===== src/rtl/fifo_rd_adapt_pkg.sv =====
// Shared types and sizing for the FIFO read-side stream adapter.
// Optional statistics counters are enabled with FIFO_RD_ADAPT_STATS_EN.
package fifo_rd_adapt_pkg;

    typedef enum logic [1:0] {
        IDLE  = 2'd0,
        RUN   = 2'd1,
        FLUSH = 2'd2
    } state_t;

    localparam int SKID_DEPTH = 2;
    localparam int RD_LATENCY = 1;
    localparam int CNT_W      = $clog2(SKID_DEPTH + 1);
    localparam int LVL_W      = CNT_W + 1;

    // Beats owned by the adapter after this cycle: buffered + returning - leaving.
    function automatic logic [LVL_W-1:0] credit_level(
        input logic [CNT_W-1:0] cnt,
        input logic             inflight,
        input logic             pop
    );
        return {1'b0, cnt} + LVL_W'(inflight) - LVL_W'(pop);
    endfunction

endpackage


===== src/rtl/fifo_rd_adapt_skid.sv =====
// Two-entry skid buffer; entry 0 is the registered stream head.
// Push and pop may coincide; clear drops all buffered beats.
module fifo_rd_adapt_skid
    import fifo_rd_adapt_pkg::*;
#(
    parameter int DAT_WIDTH = 26
) (
    input  logic                 clk,
    input  logic                 rst_n,
    input  logic                 push,
    input  logic                 pop,
    input  logic                 clear,
    input  logic [DAT_WIDTH-1:0] din,
    output logic [CNT_W-1:0]     cnt,
    output logic [DAT_WIDTH-1:0] head
);

    logic [DAT_WIDTH-1:0] ent0;
    logic [DAT_WIDTH-1:0] ent1;
    logic [CNT_W-1:0]     cnt_q;

    always_ff @(posedge clk) begin
        if (!rst_n) begin
            cnt_q <= '0;
            ent0  <= '0;
            ent1  <= '0;
        end else if (clear) begin
            cnt_q <= '0;
        end else begin
            unique case ({push, pop})
                2'b10: begin
                    if (cnt_q == CNT_W'(0)) begin
                        ent0 <= din;
                    end else begin
                        ent1 <= din;
                    end
                    cnt_q <= cnt_q + CNT_W'(1);
                end
                2'b01: begin
                    ent0  <= ent1;
                    cnt_q <= cnt_q - CNT_W'(1);
                end
                // pop implies cnt >= 1, so only the 1 and 2 cases exist
                2'b11: begin
                    if (cnt_q == CNT_W'(SKID_DEPTH)) begin
                        ent0 <= ent1;
                        ent1 <= din;
                    end else begin
                        ent0 <= din;
                    end
                end
                default: ;
            endcase
        end
    end

    assign cnt  = cnt_q;
    assign head = ent0;

endmodule


===== src/rtl/fifo_rd_stream_adapter.sv =====
// Pops a dual-clock FIFO envelope and presents a registered valid/ready stream.
// FIFO_RD_ADAPT_STATS_EN adds beat_cnt and stall_cnt outputs.
module fifo_rd_stream_adapter
    import fifo_rd_adapt_pkg::*;
#(
    parameter int DAT_WIDTH = 26,
    parameter int PTR_WIDTH = 9
) (
    input  logic                 rd_clk,
    input  logic                 rd_reset_n,
    input  logic                 en,
    input  logic                 flush,
    output logic                 flush_done,
    output logic                 rd_op,
    input  logic [DAT_WIDTH-1:0] rd_data,
    input  logic                 rd_empty,
    input  logic [PTR_WIDTH:0]   rd_entry_used,
    input  logic                 rd_empty_err,
    output logic                 out_valid,
    input  logic                 out_ready,
    output logic [DAT_WIDTH-1:0] out_data,
`ifdef FIFO_RD_ADAPT_STATS_EN
    output logic [15:0]          beat_cnt,
    output logic [15:0]          stall_cnt,
`endif
    output logic                 err_sticky
);

    state_t           state_q;
    state_t           state_d;
    logic             inflight_q;
    logic [CNT_W-1:0] cnt;
    logic [LVL_W-1:0] level;
    logic             pop;
    logic             push;
    logic             clear;

    assign pop   = out_valid & out_ready;
    assign level = credit_level(cnt, inflight_q, pop);

    assign rd_op = (state_q == RUN) & ~rd_empty
                 & (level < LVL_W'(SKID_DEPTH));

    // Returns landing during or after a flush request are already stale.
    assign push  = inflight_q & (state_q != FLUSH);
    assign clear = flush | (state_q == FLUSH);

    assign flush_done = (state_q == FLUSH) & ~inflight_q;
    assign out_valid  = (cnt != '0);

    always_comb begin
        state_d = state_q;
        unique case (state_q)
            IDLE: begin
                if (flush) begin
                    state_d = FLUSH;
                end else if (en) begin
                    state_d = RUN;
                end
            end
            RUN: begin
                if (flush) begin
                    state_d = FLUSH;
                end else if (!en) begin
                    state_d = IDLE;
                end
            end
            FLUSH: begin
                if (!inflight_q) begin
                    state_d = en ? RUN : IDLE;
                end
            end
            default: state_d = IDLE;
        endcase
    end

    always_ff @(posedge rd_clk) begin
        if (!rd_reset_n) begin
            state_q    <= IDLE;
            inflight_q <= 1'b0;
            err_sticky <= 1'b0;
        end else begin
            state_q    <= state_d;
            inflight_q <= rd_op;
            err_sticky <= err_sticky | rd_empty_err;
        end
    end

    fifo_rd_adapt_skid #(
        .DAT_WIDTH (DAT_WIDTH)
    ) u_skid (
        .clk   (rd_clk),
        .rst_n (rd_reset_n),
        .push  (push),
        .pop   (pop),
        .clear (clear),
        .din   (rd_data),
        .cnt   (cnt),
        .head  (out_data)
    );

`ifdef FIFO_RD_ADAPT_STATS_EN
    always_ff @(posedge rd_clk) begin
        if (!rd_reset_n) begin
            beat_cnt  <= '0;
            stall_cnt <= '0;
        end else begin
            if (pop) begin
                beat_cnt <= beat_cnt + 16'd1;
            end
            if (out_valid && !out_ready && stall_cnt != 16'hFFFF) begin
                stall_cnt <= stall_cnt + 16'd1;
            end
        end
    end

    logic occ_unused;
    assign occ_unused = ^rd_entry_used;
`else
    // Occupancy is only of interest to statistics logic.
    logic occ_unused;
    assign occ_unused = ^rd_entry_used;
`endif

endmodule

===== config.mk =====
export PLATFORM = sky130hd
export DESIGN_NAME = fifo_rd_stream_adapter
export DESIGN_NICKNAME = d
export VERILOG_FILES = /design/src/rtl/fifo_rd_adapt_pkg.sv /design/src/rtl/fifo_rd_adapt_skid.sv /design/src/rtl/fifo_rd_stream_adapter.sv
export SDC_FILE = /design/constraint.sdc
export NUM_CORES = 1
export LEC_CHECK = 0
export ABC_AREA = 1
export CAP_MARGIN = 20
export CORE_MARGIN = 1
export CORE_UTILIZATION = 37
export DETAILED_ROUTE_END_ITERATION = 6
export GPL_TIMING_DRIVEN = 0
export PLACE_DENSITY_LB_ADDON = 0.3
export SETUP_SLACK_MARGIN = 0.4
export SLEW_MARGIN = 0
export SYNTH_ARGS = -nofsm -noshare
export SYNTH_HDL_FRONTEND = slang
export SYNTH_HIERARCHICAL = 1
export SYNTH_SLANG_ARGS = --single-unit

===== constraint.sdc =====
create_clock -name rd_clk -period 5.8 [get_ports rd_clk]
set_input_delay 1.16 -clock rd_clk [delete_from_list [all_inputs] [get_ports rd_clk]]
set_output_delay 1.16 -clock rd_clk [all_outputs]
set_load 0.01 [all_outputs]

==> impl_metrics.toml <==
[critical_path]
timing.critical_path.slowest_stage_cell = "clkdlybuf4s50_1"
cp_common_cell = "clkdlybuf4s50_1"
worst_setup_path_end_kind = "primary output"
cp_cell_sequence = "clkdlybuf4s50_1, o21a_1, ha_1, or2_2, fa_1, nand3b_1, nor2_1, clkdlybuf4s50_1"
timing.critical_path.required_ns = 4.64
crit_arrival_ns = 3.60
cp_max_fo = 4
setup.worst_path.class = "in -> out"
worstSetupStartpointType = "primary input"
critical-path-max-stage-delay_ns = 0.54

[drt]
drc = 0
drt_first_iter_violations = 113
number_of_vias_per_cell = 4.71
routed_wire_length_per_instance_um = 11.6
drtAntennaViolNets = 0
drt_pass1_iterations = 4
finalWirelength_um = 7410
num_vias = 3002

[cts]
skew_pair_late_insertion_delay_ns = 0.34
htree_levels = 3
clock_sink_count = 58
tritoncts_clock_tree = "done"
cts-root-buf = "clkbuf_8"
clk_pin_slew_worst_paths_ns = 0.06
tritoncts.num_buffers = 9
cts_resized = 0
postCtsSetupRepairBufs = 0
holdBufCountCts = 0
cts_max_path_buffers = 2

[pwr]
ir_worst_vdd_v = 0.000121
power_leakage_uw = 0.00183
internal_power_uw = 786
net-switching-power_uw = 206
clock_power_share_pct = 50.6
power.density_nw_per_um2 = 244
seq_power_share_pct = 40.8
power_uw = 991
power.share.combinational_pct = 8.6
power.share.switching_pct = 20.8

[logic_synthesis]
yosys-top-cells-area = "dfxtp_1 38%, nand3_1 13%, inv_1 11%"
ys_ff_latch = 58
synth.distinct_cells = 27
synth-edff-count = 0
synthArstFlopShare_pct = 0
ys.flop_type = "dfxtp_1"
yosysTopAreaCell = "dfxtp_1"
synth_sequential_area_ratio_pct = 38.1
syn_area_per_cell_um2 = 6.66
yosysTopAreaCellShare_pct = 38.1
syn_inst = 458
netlist_area_um2 = 3050
mappedNetlistNets = 507
yosysWarningCount = 6

[grt]
first_global_vias = 2836
grt_overflow_total = 0
grt_use_total_pct = 18.7
grt_max_degree = 11
antenna_violations_before_repair = 0
grt_first_pass_wirelength_um = 12700

[place]
dp_cells = 622
place_hpwl_um = 5170
gpl.final_weighted_congestion = 0.812
place.port_buffers = 62

[cells_and_area]
post_route_non_filler_standard_cell_count = 638
area_of_combinational_cells_with_multiple_inputs_um2 = 1370
final_layout_size_suffix_gt1_share_pct = 9.89
final_common_cell = "inv_1"
mostFrequentLayoutCells = "90 x inv_1, 86 x nand2_1, 81 x nand3_1"
antenna_cells = 0
final.fill_count = 815
area.growth.synth_to_final_pct = 33.3
seqCellArea_um2 = 1160
final_stage_net_count = 580

[floorplan]
die_height_um = 92.8
die_area_um2 = 8610
core_area_um2 = 7850
floorplan.die.width_um = 92.8
initial_utilization_pct = 38.9
row_count = 32
top_level_ports = 73

[timing]
final_max_slew_viol_count = 0
rsz0062_at_grt = "false"
hold_viol = 0
finalSetupViolCount = 0
worst-slew-pin-transition_ns = 0.538
post-route-period-util_pct = 82.0
clk_skew_ns = 0.00629
fin_setup_tns_ns = 0
max_freq_mhz = 210
minimum_clock_period_ns = 4.76
timing.slew.headroom_pct = 64.1

[run]
cap_violations = 0

[status]
outcome = "finished, final reports clean"

[worst_hold_path]
worst_hold_path_type = "reg -> reg"
==> flip-flops by register name (all words and copies together) (netlist names) <==
register / flops
err_sticky: 1
inflight_q: 1
state_q: 2
u_skid/cnt: 2
u_skid/ent1: 26
u_skid/head: 26
==> cells by family (layout without fill, tap and decap cells) <==
family,after synthesis,count (layout),synth area share [%]
flip-flops,58,58,38.1
AND/OR/NAND/NOR,215,215,31.4
AO/OA/AOI/OAI,58,58,10.3
XOR/XNOR,2,2,0.575
adder cells (fa/ha/maj),6,6,2.71
buffers and inverters,119,197,16.9
==> per-layer routing <==
metal | global-route usage [%] | part of all wire [%] | up-vias
li1 | - | - | 1557
met1 | 24.0 | 47 | 1361
met2 | 30.0 | 47 | 75
met3 | 2.63 | 4.4 | 9
met4 | 10.4 | 1.7 | 0
met5 | 0 | 0 | -
==> cells in the mapped netlist, drive strengths merged (2+ instances only) <==
library cell / n
ha: 5
or2: 2
nor2: 38
buf: 25
nand3: 82
a21oi: 56
nand2: 90
inv: 94
nor3: 2
dfxtp: 58
==> power by group through the flow <==
stage | Combinational [µW] | Sequential (µW) | Clock (µW)
after floorplan | 41.7 | 415 | 0
after global placement | 84.2 | 414 | 0
after global routing | 94.5 | 405 | 535
after detailed placement | 85.4 | 414 | 0
final | 85.5 | 405 | 501
after CTS | 85.8 | 405 | 512
==> stage by stage <==
stage          hold WS, ns  utilization [%]  instance area (µm²)  setup WS (ns)
3_5_place_dp         0.462             48.4                 3800           1.03
4_1_cts              0.471             51.8                 4060           1.03
3_3_place_gp         0.450             48.4                 3800           1.06
2_1_floorplan        0.452                -                 3050           2.04
5_1_grt              0.506             51.8                 4060          0.935
6_report             0.468             51.8                 4060           1.04
==> cell type report <==
| type | count | share of cell area [%] |
|---|---|---|
| plain buffers | 25 | 4.03 |
| clock buffers | 11 | 3.48 |
| clock inverters | 5 | 3.08 |
| inverters | 94 | 8.68 |
| multi-input cells | 281 | 33.7 |
| flip-flops and latches | 58 | 28.6 |
| well taps | 102 | 3.14 |
| repair buffers | 62 | 15.3 |
==> worst max-delay path, delay by kind of cell <==
family          cells  cell delay, ns
compound gates      1            0.20
fa+ha+maj           2            0.73
buf+inv             2            0.99
simple gates        3            0.52
==> path summary, 6_finish.rpt <==
path / end / cells past startpoint / slack (ns) / from
setup / recovery: rd_op / 8 / 1.04 / out_ready
hold / removal: err_sticky$_SDFF_PN0_ / 2 / 0.47 / err_sticky$_SDFF_PN0_
setup reg to reg: inflight_q$_SDFF_PN0_ / 6 / 3.56 / u_skid/cnt[1]$_SDFFE_PP0P_
hold reg to reg: err_sticky$_SDFF_PN0_ / 2 / 0.47 / err_sticky$_SDFF_PN0_
(Power assumes the default switching activity.)
